**config.mk**
```make
export PLATFORM = sky130hd
export DESIGN_NAME = branch_pc_ctrl
export DESIGN_NICKNAME = d
export VERILOG_FILES = /design/src/rtl/branch_pkg.sv /design/src/rtl/branch_bht.sv /design/src/rtl/branch_pc_ctrl.sv
export SDC_FILE = /design/constraint.sdc
export NUM_CORES = 1
export LEC_CHECK = 0
export CORE_AREA = 10 10 164 166
export DETAILED_ROUTE_END_ITERATION = 6
export DIE_AREA = 0 0 174 176
export DONT_BUFFER_PORTS = 1
export GPL_TIMING_DRIVEN = 0
export PLACE_DENSITY = 0.67
export SLEW_MARGIN = 5
export SYNTH_ARGS = -nofsm -noshare
export SYNTH_HDL_FRONTEND = slang
export SYNTH_HIERARCHICAL = 1
export SYNTH_SLANG_ARGS = --single-unit
```
**constraint.sdc**
```tcl
create_clock -name clk -period 11.05 [get_ports clk]
set_input_delay 2.7625 -clock clk [delete_from_list [all_inputs] [get_ports clk]]
set_output_delay 2.7625 -clock clk [all_outputs]
set_load 0.01 [all_outputs]
```
**src/rtl/branch_pkg.sv**
```systemverilog
// rtl/branch_pkg.sv - shared BrOp codes, BHT counter type and FSM states for the branch controller
//
// Purpose : constants and helpers used by branch_pc_ctrl and branch_bht.
// Contents: BrOp localparams, is_cond() classifier, bht_ctr_t / BHT_RESET,
//           run_state_e (IDLE/RUN sequencing state).

package branch_pkg;

  localparam logic [4:0] BR_BEQ  = 5'b01000;
  localparam logic [4:0] BR_BNE  = 5'b01001;
  localparam logic [4:0] BR_BLT  = 5'b01100;
  localparam logic [4:0] BR_BGE  = 5'b01101;
  localparam logic [4:0] BR_BLTU = 5'b01110;
  localparam logic [4:0] BR_BGEU = 5'b01111;
  localparam logic [4:0] BR_JAL  = 5'b10111;
  localparam logic [4:0] BR_JALR = 5'b10101;
  localparam logic [4:0] BR_NONE = 5'b11111;

  typedef logic [1:0] bht_ctr_t;
  localparam bht_ctr_t BHT_RESET = 2'b01;

  typedef enum logic {
    ST_IDLE = 1'b0,
    ST_RUN  = 1'b1
  } run_state_e;

  // Every 01xxx code is a conditional branch.
  function automatic logic is_cond(input logic [4:0] brop);
    return brop[4:3] == 2'b01;
  endfunction

endpackage

```
**src/rtl/branch_bht.sv**
```systemverilog
// rtl/branch_bht.sv - direct-mapped table of 2-bit saturating branch history counters
//
// Purpose : branch history table with one combinational read port and one
//           synchronous saturating-update write port.
// Ports   : clk, rst_n          - clock, async active-low reset (all entries -> BHT_RESET)
//           i_rd_idx / o_rd_ctr - read index / counter value (pre-update in a same-index cycle)
//           i_wr_en             - apply an update this cycle
//           i_wr_idx            - entry to update
//           i_wr_taken          - 1: count up toward 2'b11, 0: count down toward 2'b00

module branch_bht
  import branch_pkg::*;
#(
  parameter int ENTRIES = 16,
  localparam int IDX_W  = $clog2(ENTRIES)
) (
  input  logic             clk,
  input  logic             rst_n,
  input  logic [IDX_W-1:0] i_rd_idx,
  output bht_ctr_t         o_rd_ctr,
  input  logic             i_wr_en,
  input  logic [IDX_W-1:0] i_wr_idx,
  input  logic             i_wr_taken
);

  bht_ctr_t r_ctr [ENTRIES];

  always_ff @(posedge clk or negedge rst_n) begin
    if (!rst_n) begin
      for (int i = 0; i < ENTRIES; i++) begin
        r_ctr[i] <= BHT_RESET;
      end
    end else if (i_wr_en) begin
      if (i_wr_taken && (r_ctr[i_wr_idx] != 2'b11)) begin
        r_ctr[i_wr_idx] <= r_ctr[i_wr_idx] + 2'd1;
      end else if (!i_wr_taken && (r_ctr[i_wr_idx] != 2'b00)) begin
        r_ctr[i_wr_idx] <= r_ctr[i_wr_idx] - 2'd1;
      end
    end
  end

  // Reads the stored value, so a same-cycle update is not forwarded.
  assign o_rd_ctr = r_ctr[i_rd_idx];

endmodule

```
**src/rtl/branch_pc_ctrl.sv**
```systemverilog
// rtl/branch_pc_ctrl.sv - fetch PC sequencer with ID-stage prediction and EX-stage branch resolution
//
// Purpose : owns the fetch PC; predicts conditional branches in ID from the BHT,
//           redirects on JAL in ID, and on mispredict/JALR in EX; keeps
//           saturating branch and mispredict counters.
// Ports   : clk, rst_n                       - clock, async active-low reset
//           stall                            - hold PC (EX redirect still wins)
//           id_valid/id_brop/id_pc/id_imm    - ID-stage instruction
//           ex_valid/ex_brop/ex_pc/ex_imm    - EX-stage instruction
//           ex_pred_taken, ex_branch_out     - prediction made in ID, actual outcome
//           ex_jalr_target                   - JALR target from the ALU
//           pc                               - registered fetch PC
//           id_pred_taken                    - ID redirect taken this cycle
//           flush_ifid, flush_idex           - squash pipeline registers this cycle
//           br_count, mispred_count          - saturating statistics

module branch_pc_ctrl
  import branch_pkg::*;
#(
  parameter logic [31:0] RESET_PC    = 32'h0000_0000,
  parameter int          BHT_ENTRIES = 16
) (
  input  logic        clk,
  input  logic        rst_n,
  input  logic        stall,
  input  logic        id_valid,
  input  logic [4:0]  id_brop,
  input  logic [31:0] id_pc,
  input  logic [31:0] id_imm,
  input  logic        ex_valid,
  input  logic [4:0]  ex_brop,
  input  logic [31:0] ex_pc,
  input  logic [31:0] ex_imm,
  input  logic        ex_pred_taken,
  input  logic        ex_branch_out,
  input  logic [31:0] ex_jalr_target,
  output logic [31:0] pc,
  output logic        id_pred_taken,
  output logic        flush_ifid,
  output logic        flush_idex,
  output logic [15:0] br_count,
  output logic [15:0] mispred_count
);

  localparam int IDX_W = $clog2(BHT_ENTRIES);

  run_state_e  r_state;
  logic [31:0] r_pc;
  logic [15:0] r_br_count;
  logic [15:0] r_mispred_count;

  logic        w_running;
  logic        w_ex_cond;
  logic        w_ex_jalr;
  logic        w_ex_redirect;
  logic [31:0] w_ex_target;
  logic        w_id_jal;
  logic        w_id_cond;
  bht_ctr_t    w_id_ctr;

  assign w_running = (r_state == ST_RUN);
  assign w_ex_cond = ex_valid & is_cond(ex_brop);
  assign w_ex_jalr = ex_valid & (ex_brop == BR_JALR);

  // Gated by w_running so every redirect/flush reads 0 in reset and IDLE.
  assign w_ex_redirect = w_running & ((w_ex_cond & (ex_branch_out != ex_pred_taken)) | w_ex_jalr);

  always_comb begin
    w_ex_target = ex_pc + 32'd4;
    if (w_ex_jalr) begin
      w_ex_target = ex_jalr_target & ~32'h1;
    end else if (ex_branch_out) begin
      w_ex_target = ex_pc + ex_imm;
    end
  end

  branch_bht #(
    .ENTRIES (BHT_ENTRIES)
  ) u_bht (
    .clk        (clk),
    .rst_n      (rst_n),
    .i_rd_idx   (id_pc[IDX_W+1:2]),
    .o_rd_ctr   (w_id_ctr),
    .i_wr_en    (w_running & w_ex_cond),
    .i_wr_idx   (ex_pc[IDX_W+1:2]),
    .i_wr_taken (ex_branch_out)
  );

  assign w_id_jal  = (id_brop == BR_JAL);
  assign w_id_cond = is_cond(id_brop);

  assign id_pred_taken = id_valid & ~stall & ~w_ex_redirect & w_running &
                         (w_id_jal | (w_id_cond & w_id_ctr[1]));
  assign flush_ifid    = w_ex_redirect | id_pred_taken;
  assign flush_idex    = w_ex_redirect;

  always_ff @(posedge clk or negedge rst_n) begin
    if (!rst_n) begin
      r_state         <= ST_IDLE;
      r_pc            <= RESET_PC;
      r_br_count      <= 16'd0;
      r_mispred_count <= 16'd0;
    end else begin
      case (r_state)
        ST_IDLE: begin
          r_state <= ST_RUN;
          r_pc    <= RESET_PC;
        end
        default: begin
          if (w_ex_redirect) begin
            r_pc <= w_ex_target;
          end else if (id_pred_taken) begin
            r_pc <= id_pc + id_imm;
          end else if (!stall) begin
            r_pc <= r_pc + 32'd4;
          end
          if (w_ex_cond && (r_br_count != 16'hFFFF)) begin
            r_br_count <= r_br_count + 16'd1;
          end
          if (w_ex_redirect && (r_mispred_count != 16'hFFFF)) begin
            r_mispred_count <= r_mispred_count + 16'd1;
          end
        end
      endcase
    end
  end

  assign pc            = r_pc;
  assign br_count      = r_br_count;
  assign mispred_count = r_mispred_count;

endmodule

```
### Word-level counts from Yosys, hierarchy flattened

Index checks and enable logic that the tools add are counted.
Widths: inputs -> output; s select.

* register bits: 97

* mux-type cells: 18
* add/subtract/negate cells: 8
* $lt $le $gt $ge: 3
* equality and inequality tests: 9
* reduce and logical (&&, ||, !) cells: 11
* bitwise operators: 17

Operators by type and width (count)
* $mux 32: 8
* $add 32x3->32 const B: 2
* $add 32x32->32: 2
* $bwmux 32: 2
* $add 16x1->16 const B: 2
* $ne 16x16->1 const B: 2
* $bmux 2 s4: 2
* $and 1x1->1: 10
* $eq 5x5->1 const B: 2
* $ge 5x5->1 const B: 2
* $mux 2: 5
* $not 4->5: 2
* $demux 2 s4: 1
* $reduce_and 2->1: 3
* $logic_and 1x1->1: 5
* $lt 5x1->1 const B: 1
* $eq 2x1->1 const B: 2
* $ne 4x3->1 const B: 1
* $reduce_bool 2->1: 2
* $or 1x1->1: 3
* $add 2x1->2 const B: 1
* $ne 2x2->1 const B: 1
* $not 1->1: 2
* $sub 2x1->2 const B: 1
* other kinds (2): 2

### Longest topological paths before layout

* word-level depth: 12
* depth in mapped cells: 16
* gate-level depth less buffers: 13

### By module

Netlist, hierarchy kept.

By module, submodules not included
* branch_pc_ctrl: seq. area each 1626.6 µm², instances 1, area each 8359.3 µm², cells each 1112
* branch_bht: seq. area each 820.8 µm², instances 1, area each 2167.1 µm², cells each 157

### Worst setup path after synthesis

No wires, ideal clock.

* kind: input -> output
* from: input id_pc[2]
* to: output id_pred_taken
* stages: 12
* buffers on the path: 4
* required time: 8288 ps
* setup slack: 3439 ps
* data arrival time: 4848 ps
* cell sequence: buf_2 mux4_2 a22oi_1 nand3_1 nand3b_1 o21ai_1 and3_1 clkbuf_1 nand3_1 inv_2 buf_2 buf_1

* word-level cells in the longest chain between the ends: 7

RTL lines
* from (decl): line branch_pc_ctrl.sv:28 `input logic [31:0] id_pc,`
* $not 4->5 (not written as such): line branch_bht.sv:43 `assign o_rd_ctr = r_ctr[i_rd_idx];`
* $bmux 2 s4: line branch_bht.sv:43
* $mux 2 (not written as such) (2 in series): line branch_bht.sv:43
* via w_id_ctr[1]: line branch_pc_ctrl.sv:59 `bht_ctr_t w_id_ctr;`
* $and 1x1->1: line branch_pc_ctrl.sv:93 `(w_id_jal | (w_id_cond & w_id_ctr[1]));`
* $or 1x1->1: line branch_pc_ctrl.sv:93
* $and 1x1->1: line branch_pc_ctrl.sv:92 `assign id_pred_taken = id_valid & ~stall & ~w_ex_redirect & w_running &`
* to (decl): line branch_pc_ctrl.sv:38 `output logic id_pred_taken,`

The timed path passes the listed nets, and every way through them passes these cells. The select of a mux whose other input is x is not followed.

### Worst setup path after layout

* from: input id_pc[3]
* to: output id_pred_taken

The elaborated chain is that of the path after synthesis.

==> qor.tcl <==
set qor(status) {completed}
set qor(hold_path_class) {reg -> reg}
set qor(grt_pass1_wl_mm) 55.31
set qor(fin_crit_ps) 8397
set qor(min_path_cells) 1
set qor(crit_fanout) 10
set qor(gr-usage-all-layers_pct) 22.58
set qor(clockBufferDepth) 2
set qor(dp_hpwl_mm) 29.84
set qor(number_of_antenna_violations_at_the_first_check_in_global_routing) 9
set qor(core_area_um2) 23820
set qor(rows) 57
set qor(wirelength_mm) 36.53
set qor(root_buffer) {sky130_fd_sc_hd__clkbuf_16}
set qor(layout-drive-gt1-share_pct) 10.81
set qor(final_setup_viols) 0
set qor(report.final.hold_viol_count) 0
set qor(post_cts_hold_buffer_count) 0
set qor(multiInputGateArea_um2) 7592
set qor(worst_r2r_path_depth) 13
set qor(r2r-start) {u_bht/r_ctr[25]}
set qor(setup.reg_to_reg.worst_slack_ps) 7350
set qor(tritoncts) {done}
set qor(critical_path_sink_type) {output port}
set qor(detail_route.vias_per_cell) 6.250
set qor(sum_of_internal_switching_and_leakage_power_mw) 1.108
set qor(avgSynthCellArea_um2) 8.259
set qor(final_antenna_net_count) 0
set qor(whs_endpoint) {u_bht/r_ctr[19]}
set qor(vias) 10040
set qor(setup_buffers_after_cts) 0
set qor(synth_nets) 1508
set qor(register_area_um2) 2447
set qor(die_height_um) 176
set qor(drc_errors) 0
set qor(final_net_count) 1519
set qor(syn-instance-count) 1261
set qor(gp_congestion) 0.9316
set qor(clkSinkCount) 97
set qor(max_freq_mhz) 119.1
set qor(max_slew.worst_pin.slew_ps) 955.8
set qor(clock_latency_ps) 360
set qor(areaGrowthSynthToFinish_pct) 6.992
set qor(end_of_the_worst_register_to_register_path) {pc[12]}
set qor(detail_route.iter0.violations) 725
set qor(critPathKind) {in -> out}
set qor(timing.clock.skew_ps) 8.842
set qor(rsz0062_at_grt) {false}
set qor(die-area_um2) 30620
set qor(worst_ep_required_time_ps) 8290
set qor(final-max-slew-violation-count) 0
set qor(maxSlewHeadroom_pct) 35.75
set qor(cts_repair_resized_insts) 0
set qor(final.fill_count) 2402
set qor(detail_route.wl_per_cell_um) 22.74
set qor(cts_made_buffers) 9
set qor(max_cap_viol_count) 0
set qor(synthesis.area_um2) 10410
set qor(p_leak_nw) 4.620
set qor(cts.htree.levels) 3
set qor(power.ir.vdd_worst_uv) 72.79
set qor(worstHoldStart) {u_bht/r_ctr[19]}
set qor(grt_start_max_net_pins) 98
set qor(drtPass1Iterations) 6
set qor(crit_path_start_kind) {primary input}
set qor(grt_ovf) 0
set qor(ys.warnings.count) 6
set qor(detailed_place.area_um2) 10820
set qor(finish.instance_area_um2) 11140
set qor(power.density_cell_area_nw_per_um2) 99.40
set qor(io_buffer_count) 0
set qor(floorplan.die.width_um) 174
set qor(setup-tns-final_ps) 0
set qor(grt_pass1_vias) 9878
set qor(top_level_ports) 244
set qor(clkTransAtPathRegs_ps) 70
set qor(start_util_pct) 43.72
set qor(cp_data_arrival_time_ps) 5630
set qor(final_min_period_over_clock_period_pct) 75.99
layout by cell type (no fill, tap or decap), types with 6 or more instances in the layout:
| master | n |
|---|---|
| sky130_fd_sc_hd__o21bai_1 | 7 |
| sky130_fd_sc_hd__or2_2 | 6 |
| sky130_fd_sc_hd__clkbuf_16 | 9 |
| sky130_fd_sc_hd__a211oi_1 | 17 |
| sky130_fd_sc_hd__nand3_1 | 64 |
| sky130_fd_sc_hd__or3_1 | 7 |
| sky130_fd_sc_hd__nor2_1 | 84 |
| sky130_fd_sc_hd__nand2_1 | 128 |
| sky130_fd_sc_hd__o221ai_1 | 7 |
| sky130_fd_sc_hd__dfrtp_1 | 81 |
| sky130_fd_sc_hd__nand2b_1 | 10 |
| sky130_fd_sc_hd__nand4_1 | 32 |
| sky130_fd_sc_hd__nand3b_1 | 6 |
| sky130_fd_sc_hd__inv_1 | 29 |
| sky130_fd_sc_hd__o21ai_1 | 13 |
| sky130_fd_sc_hd__nor3_2 | 11 |
| sky130_fd_sc_hd__and4_1 | 10 |
| sky130_fd_sc_hd__mux2i_1 | 18 |
| sky130_fd_sc_hd__nor2b_1 | 14 |
| sky130_fd_sc_hd__o211ai_1 | 15 |
| sky130_fd_sc_hd__nor3_1 | 22 |
| sky130_fd_sc_hd__mux2_2 | 37 |
| sky130_fd_sc_hd__mux4_2 | 12 |
| sky130_fd_sc_hd__o21ai_0 | 70 |
| sky130_fd_sc_hd__xnor2_1 | 64 |
| sky130_fd_sc_hd__a31oi_1 | 17 |
| sky130_fd_sc_hd__buf_2 | 10 |
| sky130_fd_sc_hd__a21o_1 | 24 |
| sky130_fd_sc_hd__o21a_1 | 9 |
| sky130_fd_sc_hd__xor2_1 | 52 |
| sky130_fd_sc_hd__dfstp_2 | 16 |
| sky130_fd_sc_hd__ha_1 | 68 |
| sky130_fd_sc_hd__clkbuf_1 | 36 |
| sky130_fd_sc_hd__and3_1 | 30 |
| sky130_fd_sc_hd__a21oi_1 | 111 |
layout make-up:
class                      count  share of cell area, %
antenna                        5                 0.1123
buffer                        53                  2.268
clock buffer                  10                  2.055
clock inverter                 6                 0.7298
inverter                      32                  1.100
multi-input combinational   1079                  68.13
sequential                    97                  21.96
tap                          324                  3.638
power by group:
group | internal, mW | total, mW | switching [mW]
sequential | 0.385 | 0.431 | 0.0461
clock | 0.182 | 0.338 | 0.156
combinational | 0.143 | 0.339 | 0.195
worst max-delay path: stages:
cell	delay (ps)
sky130_fd_sc_hd__clkbuf_1	320
sky130_fd_sc_hd__mux4_2	290
sky130_fd_sc_hd__a22oi_1	80
sky130_fd_sc_hd__nand3_1	120
sky130_fd_sc_hd__nand3b_1	80
sky130_fd_sc_hd__o21ai_1	70
sky130_fd_sc_hd__and3_1	160
sky130_fd_sc_hd__clkbuf_1	380
sky130_fd_sc_hd__nand3_1	350
sky130_fd_sc_hd__inv_2	160
sky130_fd_sc_hd__buf_2	250
sky130_fd_sc_hd__buf_1	590
how the worst max path moves through the flow:
stage	start	endpoint	slack (ps)	cells after the start
after global routing	id_pc[3]	id_pred_taken	2540	12
after global placement	id_pc[3]	id_pred_taken	2740	12
after detailed placement	id_pc[3]	id_pred_taken	2740	12
after CTS	id_pc[3]	id_pred_taken	2740	12
after floorplan	id_pc[2]	id_pred_taken	3540	12
final	id_pc[3]	id_pred_taken	2650	12
metal layers:
metal  routed length (um)  global-route usage, %
met1                13810                  24.95
met2                17030                  37.86
met3                 4262                  9.291
met4                 1371                  9.476
met5                   47                      0
per-stage QoR:
step / hold WS [ps] / instances / setup slack, ps / util (%)
floorplan: 471.0 / 1261 / 3538 / -
global placement: 497.7 / 1585 / 2736 / 45.42
detailed placement: 513.7 / 1585 / 2737 / 45.42
CTS: 531.7 / 1601 / 2735 / 46.73
global route: 554.3 / 1604 / 2536 / 46.76
finish: 527.3 / 1606 / 2653 / 46.78
(Power assumes the default switching activity.)
